<file path="config.mk">
export PLATFORM = sky130hd
export DESIGN_NAME = sample_sequencer
export DESIGN_NICKNAME = d
export VERILOG_FILES = /design/src/rtl/seq_pkg.sv /design/src/rtl/seq_watchdog.sv /design/src/rtl/sample_sequencer.sv
export SDC_FILE = /design/constraint.sdc
export NUM_CORES = 1
export LEC_CHECK = 0
export ABC_AREA = 0
export ABC_CLOCK_PERIOD_IN_PS = 2510
export BUFFER_PORTS_ARGS = -buffer_cell sky130_fd_sc_hd__buf_2
export CELL_PAD_IN_SITES_DETAIL_PLACEMENT = 2
export CELL_PAD_IN_SITES_GLOBAL_PLACEMENT = 2
export CORE_ASPECT_RATIO = 0.8
export CORE_UTILIZATION = 36
export CTS_BUF_LIST = sky130_fd_sc_hd__clkbuf_8
export CTS_CLUSTER_DIAMETER = 30
export DETAILED_ROUTE_END_ITERATION = 8
export PLACE_DENSITY_LB_ADDON = 0.1
export SKIP_CTS_REPAIR_TIMING = 1
export SLEW_MARGIN = 30
export SYNTH_ARGS = -nofsm -noshare
export SYNTH_HDL_FRONTEND = slang
export SYNTH_HIERARCHICAL = 1
export SYNTH_SLANG_ARGS = --single-unit
</file>
<file path="constraint.sdc">
create_clock -name clk -period 2.51 [get_ports clk]
set_input_delay 0.6275 -clock clk [delete_from_list [all_inputs] [get_ports clk]]
set_output_delay 0.6275 -clock clk [all_outputs]
set_load 0.01 [all_outputs]
</file>
<file path="src/rtl/seq_pkg.sv">
// seq_pkg: shared types and default widths for the sample sequencer.
// state_e doubles as the stage code reported on err_stage.
package seq_pkg;
    typedef enum logic [1:0] {IDLE, FILT, PEAK, DAC} state_e;
    localparam int SEQ_DATA_W      = 10;
    localparam int SEQ_OVR_W       = 8;
    localparam int SEQ_TIMEOUT_CYC = 1024;
endpackage

</file>
<file path="src/rtl/seq_watchdog.sv">
// seq_watchdog: per-stage cycle counter; restarts on stage entry, pulses expire_o on the last allowed cycle.
// Ports: clk, reset_n (async, active-low), enter_i (a new stage starts next cycle),
//        active_i (a stage is running), expire_o (stage has used TIMEOUT_CYC cycles).
module seq_watchdog #(
    parameter int TIMEOUT_CYC = 1024
) (
    input  logic clk,
    input  logic reset_n,
    input  logic enter_i,
    input  logic active_i,
    output logic expire_o
);
    localparam int CW = $clog2(TIMEOUT_CYC) + 1;
    logic [CW-1:0] cnt_q, cnt_d;
    assign cnt_d    = (enter_i || !active_i) ? '0 : cnt_q + CW'(1);
    assign expire_o = active_i && cnt_q == CW'(TIMEOUT_CYC - 1);
    always_ff @(posedge clk or negedge reset_n)
        if (!reset_n) cnt_q <= '0;
        else          cnt_q <= cnt_d;
endmodule

</file>
<file path="src/rtl/sample_sequencer.sv">
// sample_sequencer: steps each ADC sample through filter, peak finder and DAC with start/done handshakes.
// Ports: clk, reset_n (async, active-low); sample_valid/sample_data in; filt/peak/dac start out, done in;
//        filt_sample (captured sample), busy, frame_done, overrun_cnt (saturating drop count),
//        err_timeout/err_stage (watchdog, only with SEQ_TIMEOUT_EN defined; tied to 0 otherwise).
module sample_sequencer
    import seq_pkg::*;
#(
    parameter int DATA_W      = SEQ_DATA_W,
    parameter int TIMEOUT_CYC = SEQ_TIMEOUT_CYC,
    parameter int OVR_W       = SEQ_OVR_W
) (
    input  logic              clk,
    input  logic              reset_n,
    input  logic              sample_valid,
    input  logic [DATA_W-1:0] sample_data,
    output logic              filt_start,
    output logic [DATA_W-1:0] filt_sample,
    input  logic              filt_done,
    output logic              peak_start,
    input  logic              peak_done,
    output logic              dac_start,
    input  logic              dac_done,
    output logic              busy,
    output logic              frame_done,
    output logic [OVR_W-1:0]  overrun_cnt,
    output logic              err_timeout,
    output logic [1:0]        err_stage
);
    state_e            state_q, state_d;
    logic [DATA_W-1:0] samp_q, samp_d, pend_q, pend_d;
    logic              pend_vld_q, pend_vld_d;
    logic [OVR_W-1:0]  ovr_q, ovr_d;
    logic              filt_start_q, filt_start_d, peak_start_q, peak_start_d;
    logic              dac_start_q, dac_start_d, frame_done_q, frame_done_d;
    logic              first, done, dac_fin, expire;

    // The start pulse marks a stage's first cycle, where done is not yet trusted.
    assign first   = filt_start_q | peak_start_q | dac_start_q;
    assign done    = !first && ((state_q == FILT && filt_done) || (state_q == PEAK && peak_done) ||
                                (state_q == DAC && dac_done));
    assign dac_fin = state_q == DAC && done;

`ifdef SEQ_TIMEOUT_EN
    logic   wd_expire, err_q;
    state_e err_stage_q;
    seq_watchdog #(.TIMEOUT_CYC(TIMEOUT_CYC)) u_wd (
        .clk      (clk),
        .reset_n  (reset_n),
        .enter_i  (state_d != state_q),
        .active_i (state_q != IDLE),
        .expire_o (wd_expire)
    );
    // A done arriving on the last allowed cycle still wins over the timeout.
    assign expire = wd_expire && !done;
    always_ff @(posedge clk or negedge reset_n)
        if (!reset_n) begin
            err_q       <= 1'b0;
            err_stage_q <= IDLE;
        end else if (expire) begin
            err_q       <= 1'b1;
            err_stage_q <= state_q;
        end
    assign err_timeout = err_q;
    assign err_stage   = err_stage_q;
`else
    logic unused_timeout;
    assign unused_timeout = |TIMEOUT_CYC;
    assign expire         = 1'b0;
    assign err_timeout    = 1'b0;
    assign err_stage      = 2'b00;
`endif

    always_ff @(posedge clk or negedge reset_n)
        if (!reset_n) state_q <= IDLE;
        else          state_q <= state_d;

    always_comb begin
        state_d = state_q;
        if (expire)                 state_d = IDLE;
        else if (state_q == IDLE)   state_d = sample_valid ? FILT : IDLE;
        else if (done)              state_d = state_q == FILT ? PEAK :
                                              state_q == PEAK ? DAC  :
                                              (pend_vld_q || sample_valid) ? FILT : IDLE;
    end

    always_comb begin
        samp_d     = samp_q;
        pend_d     = pend_q;
        pend_vld_d = pend_vld_q;
        ovr_d      = ovr_q;
        if (state_q == IDLE && sample_valid) begin
            samp_d = sample_data;
        end else if (dac_fin && pend_vld_q) begin
            // Oldest sample starts the next frame; a simultaneous arrival takes its slot.
            samp_d     = pend_q;
            pend_d     = sample_data;
            pend_vld_d = sample_valid;
        end else if (dac_fin && sample_valid) begin
            samp_d = sample_data;
        end else if (state_q != IDLE && sample_valid) begin
            if (!pend_vld_q) begin
                pend_d     = sample_data;
                pend_vld_d = 1'b1;
            end else if (~&ovr_q) begin
                ovr_d = ovr_q + OVR_W'(1);
            end
        end
        if (expire) pend_vld_d = 1'b0;
        filt_start_d = state_d == FILT && state_d != state_q;
        peak_start_d = state_d == PEAK && state_d != state_q;
        dac_start_d  = state_d == DAC  && state_d != state_q;
        frame_done_d = dac_fin;
    end

    always_ff @(posedge clk or negedge reset_n)
        if (!reset_n) begin
            samp_q       <= '0;
            pend_q       <= '0;
            pend_vld_q   <= 1'b0;
            ovr_q        <= '0;
            filt_start_q <= 1'b0;
            peak_start_q <= 1'b0;
            dac_start_q  <= 1'b0;
            frame_done_q <= 1'b0;
        end else begin
            samp_q       <= samp_d;
            pend_q       <= pend_d;
            pend_vld_q   <= pend_vld_d;
            ovr_q        <= ovr_d;
            filt_start_q <= filt_start_d;
            peak_start_q <= peak_start_d;
            dac_start_q  <= dac_start_d;
            frame_done_q <= frame_done_d;
        end

    assign filt_start  = filt_start_q;
    assign peak_start  = peak_start_q;
    assign dac_start   = dac_start_q;
    assign frame_done  = frame_done_q;
    assign filt_sample = samp_q;
    assign overrun_cnt = ovr_q;
    assign busy        = state_q != IDLE;
endmodule

</file>
==> results of run 1 <==
==> sequential cells by signal, summed over array words and instances, names as in the netlist <==
signal / cells
dac_start: 1
filt_sample: 10
filt_start: 1
frame_done: 1
overrun_cnt: 8
peak_start: 1
pend_q: 10
pend_vld_q: 1
state_q: 2
==> kinds of logic after synthesis <==
logic type	synth area share, %
compound gates	18.5
simple gates	8.43
mux	10.7
buf+inv	5.16
flops	50.9
other cells	0.218
xor+xnor	2.54
fa+ha+maj	3.63
==> worst max-delay path by stage <==
stage	slack, ns	cells after the start	startpoint	to
after floorplan	0.38	7	state_q[0]	overrun_cnt[7]
after global placement	-0.18	6	state_q[0]	pend_q[1]
after detailed placement	-0.29	6	state_q[0]	pend_q[3]
after CTS	-0.29	6	state_q[0]	pend_q[8]
after global routing	-0.09	8	state_q[0]	overrun_cnt[6]
final	0.05	8	state_q[0]	overrun_cnt[6]
==> final cells by class <==
cell class,instances,area [µm²]
sequential,35,877
fill,481,2400
tap,60,75.1
multi-input combinational,88,802
timing repair buffer,54,310
inverter,8,30.0
clock buffer,5,68.8
clock inverter,2,33.8
==> per-layer routing <==
layer,vias up,GRT usage (%),part of all wire [%]
met4,0,7.50,1.8
met1,670,25.0,46
met2,35,29.0,48
met5,-,0,0
met3,8,5.71,4.8
li1,605,-,-
==> worst register-to-register path, stage by stage (launching register included) <==
cell and delay (ns):
dfrtp_2 0.42, inv_1 0.09, ha_1 0.23, a222oi_1 0.48, buf_4 0.22, o31ai_4 0.08, buf_4 0.19, nor3_1 0.26
mux2_2 0.36
==> cell usage in the layout, fill, tap and decap left out, types with 3 or more instances in the layout <==
cell type	count
xor2_1	5
nand2_1	4
mux2_2	3
clkbuf_8	5
dfrtp_1	34
nor3_1	7
a22o_1	10
buf_2	38
mux2_4	10
conb_1	3
inv_1	9
a21o_1	11
buf_4	16
nand3_1	4
ha_1	5
a211oi_1	3
==> per-stage QoR <==
step	instances	worst slack [ns]	instance area, µm²	total power [W]
5_1_grt	252	-0.0871	2200	0.00268
4_1_cts	246	-0.291	2120	0.00247
6_report	252	0.0548	2200	0.00251
2_1_floorplan	139	0.377	1730	0.00157
3_3_place_gp	239	-0.178	2020	0.00191
3_5_place_dp	239	-0.294	2020	0.00197
==> power by group through the flow <==
stage / combinational [W] / clock, W / sequential, W
finish: 0.00106 / 0.000484 / 0.000962
global route: 0.00116 / 0.000520 / 0.000998
CTS: 0.00100 / 0.000503 / 0.000964
detailed placement: 0.000996 / 0 / 0.000970
global placement: 0.000959 / 0 / 0.000953
floorplan: 0.000570 / 0 / 0.000997
==> impl_metrics.tcl, run 1 <==
set metrics [dict create \
    switching_power_w 0.000906 \
    yosysMostFrequentCell "dfrtp_1" \
    timing.fmax_ghz 0.407 \
    clockPowerShare_pct 19.3 \
    cts_buffers 5 \
    syn_area_um2 1720 \
    max_stage_delay_ns 0.48 \
    antenna_found_initial 0 \
    synthCells 137 \
    synth_top_area_cell "dfrtp_1" \
    clk_pin_slew_ns 0.07 \
    drive_gt1_share_pct 42.2 \
    drcViolationCount 0 \
    leakage_nw 1.14 \
    setup_violations 0 \
    num_rows 22 \
    synthTopCellsByCount "35 x dfrtp_1, 11 x a21o_1, 10 x a22o_1, 10 x mux2_4, 8 x inv_1" \
    r2r_setup_slack_ns 0.05 \
    grt_pass1_vias 1375 \
    crit_slowest_cell "a222oi_1" \
    synthTopCellsByArea "dfrtp_1 51%, mux2_4 8.7%, a22o_1 5.1%" \
    die_height_um 63.9 \
    final.setup.tns_ns 0 \
    grtUsageTotal_pct 18.9 \
    gp_congestion 0.779 \
    pwr-share-seq_pct 38.4 \
    htreeDepth 2 \
    start_kind "register" \
    routedWlPerCell_um 17.7 \
    antenna_cells 0 \
    rr_startpoint "state_q[0]" \
    wl_um 4450 \
    finalCritPeriodShare_pct 97.8 \
    r2r_cells 8 \
    die-area_um2 5060 \
    crit_family "compound AO/OA/AOI/OAI gates" \
    vias 1318 \
    ys_types 34 \
    path_buf_inv 3 \
    postRouteAntennaNets 0 \
    holdWs_ns 0.414 \
    via_per_inst 5.23 \
    clock-sinks 35 \
    cap_violations 0 \
    drt_pass1_iterations 4 \
    synth_edf_count 0 \
    finClkSkew_ns 0.00646 \
    start_util_pct 37.5 \
    ir_drop_mv 0.548 \
    cts_tree "built" \
    syn_area_per_cell_um2 12.6 \
    critPathArrivalTime_ns 2.62 \
    status "finished clean" \
    slew_headroom_pct 48.8 \
    drt-initial-drc-count 42 \
    overflow 0 \
    ioPinCount 42 \
    cpMostUsedCell "buf_4" \
    layout.nets 213 \
    worst_setup_path_end_kind "register" \
    swShare_pct 36.2 \
    worstHoldPathType "primary input to async pin" \
    setup.worst_path.class "register to register" \
    clk_latency_ns 0.29 \
    grt_pass1_wl_um 7030 \
    area_growth_pct 27.6 \
    core_area_um2 4600 \
    ys_warn_count 6 \
    internal-power_w 0.00160 \
    synth_top_area_share_pct 50.9 \
    portBuffers 38 \
    synth.yosys.seq_area_share_pct 50.9 \
    dp_hpwl_um 3070 \
    tightest_slew_ns 0.768 \
    critPathMaxFanout 9 \
    cp_cell_sequence "inv_1 > ha_1 > a222oi_1 > buf_4 > o31ai_4 > buf_4 > nor3_1 > mux2_2" \
    grt_max_degree 36 \
    ys_ff_latch 35 \
    report.final.slew_viol_count 0 \
    die_x_um 79.3 \
    worstReg2RegEnd "overrun_cnt[6]" \
    synthFlopType "dfrtp_1" \
    hold_viol 0 \
    synthArstFlopShare_pct 100 \
    cts_root_buf "clkbuf_8" \
    period_minus_slack_ns 2.46 \
    cellPowerDensity_nw_per_um2 1140 \
    postLayoutCoreUtil_pct 47.8 \
    required_ns 2.68 \
    combPwrFrac_pct 42.3 \
    clockBufferDepth 2 \
]
No activity file was read; power rests on OpenSTA's default activity.
==> inputs of run 2 (changes only) <==
Settings changed: CORE_ASPECT_RATIO 0.8 to default.
==> impl_metrics.tcl, run 2 (synthesized netlist as in run 1, its figures left out) <==
set metrics [dict create \
    status "complete, but fails checks" \
    violations "DRC" \
    holdWs_ns 0.414 \
    clk_pin_slew_ns 0.07 \
    clockPowerShare_pct 21.0 \
    die-area_um2 5060 \
    drt-initial-drc-count 43 \
    vias 1284 \
    switching_power_w 0.000910 \
    worst_slack_ns 0.0903 \
    start_util_pct 38.5 \
    core_area_um2 4470 \
    portBuffers 38 \
    antenna_cells 0 \
    postRouteAntennaNets 0 \
    cts_root_buf "clkbuf_8" \
    via_per_inst 5.28 \
    pre_cts_slack_ns -0.313 \
    htreeDepth 2 \
    dp_hpwl_um 3220 \
    nFillCells 453 \
    final.setup.tns_ns 0 \
    timing.fmax_ghz 0.413 \
    tightest_slew_ns 0.774 \
    drive_gt1_share_pct 42.4 \
    gp_congestion 0.880 \
    cts_buffers 5 \
    hold_viol 0 \
    wl_um 4410 \
    cp_cell_sequence "inv_1 > ha_1 > a222oi_1 > buf_4 > o31ai_4 > buf_4 > nor4_1 > mux2_2" \
    finalCritPeriodShare_pct 96.4 \
    clk_latency_ns 0.29 \
    cpMostUsedCell "buf_4" \
    cellPowerDensity_nw_per_um2 1170 \
    drcViolationCount 2 \
    clockBufferDepth 2 \
    crit_slowest_cell "dfrtp_2" \
    antenna_found_initial 0 \
    combPwrFrac_pct 41.0 \
    clock-sinks 35 \
    internal-power_w 0.00163 \
    postLayoutCoreUtil_pct 48.6 \
    path_buf_inv 3 \
    placed_area_um2 2010 \
    die_height_um 71.2 \
    grt_pass1_vias 1431 \
    critPathArrivalTime_ns 2.59 \
    multi_input_area_um2 787 \
    mostFrequentLayoutCells "38 x buf_2, 33 x dfrtp_1, 14 x buf_4" \
    pwr-share-seq_pct 38.0 \
    grt_max_degree 36 \
    die_x_um 71.2 \
    num_rows 24 \
    period_minus_slack_ns 2.42 \
    layout_commonest_cell "buf_2" \
    layout.nets 211 \
    cts_tree "built" \
    slew_headroom_pct 48.4 \
    worst_setup_path_end_kind "register" \
    worstHoldPathType "primary input to async pin" \
    regArea_um2 878 \
    rr_startpoint "state_q[0]" \
    critPathMaxFanout 9 \
    required_ns 2.68 \
    setup_violations 0 \
    cap_violations 0 \
    ioPinCount 42 \
    routedWlPerCell_um 18.2 \
    start_kind "register" \
    overflow 0 \
    cp-startpoint "state_q[0]" \
    swShare_pct 35.9 \
    ir_drop_mv 0.498 \
    setup.worst_path.class "register to register" \
    grtUsageTotal_pct 19.3 \
    leakage_nw 1.13 \
    finClkSkew_ns 0.00571 \
    report.final.slew_viol_count 0 \
    max_stage_delay_ns 0.43 \
    crit_family "buffers and inverters" \
    drt_pass1_iterations 8 \
    area_growth_pct 26.2 \
    design_area_um2 2170 \
    grt_pass1_wl_um 7370 \
]
-- run 2: power by group through the flow --
stage	clock, W	combinational (W)	sequential [W]
after floorplan	0	0.000570	0.000997
after CTS	0.000544	0.00102	0.000964
after global routing	0.000565	0.00114	0.000997
after global placement	0	0.000961	0.000952
final	0.000533	0.00104	0.000964
after detailed placement	0	0.00101	0.000968
-- run 2: layer usage --
metal,part of all wire [%],vias to the layer above,track usage (%)
met5,0,-,0
met2,51,28,34.2
met4,0.86,0,4.67
met1,45,653,23.8
met3,3.3,4,4.42
li1,-,599,-
-- run 2: area by class of cell --
cell class | count | area share [%]
Tap cell | 52 | 2.99
Multi-Input combinational cell | 88 | 36.2
Timing Repair Buffer | 52 | 13.6
Clock buffer | 6 | 3.80
Clock inverter | 2 | 1.61
Inverter | 8 | 1.38
Sequential cell | 35 | 40.4
-- run 2: worst paths after layout --
kind                             endpoint  slack [ns]  depth (start not counted)
setup / recovery           overrun_cnt[7]        0.09                          8
hold / removal                 peak_start        0.41                          1
max in group asynchronous      state_q[0]        1.56                          1
setup reg to reg           overrun_cnt[7]        0.09                          8
min in group clk           filt_sample[0]        0.47                          1
hold reg to reg            filt_sample[0]        0.47                          1
-- run 2: stage by stage --
stage                     cells  total power, W
after global placement      231         0.00191
after floorplan             139         0.00157
after CTS                   239         0.00252
after detailed placement    231         0.00198
final                       243         0.00254
after global routing        243         0.00271
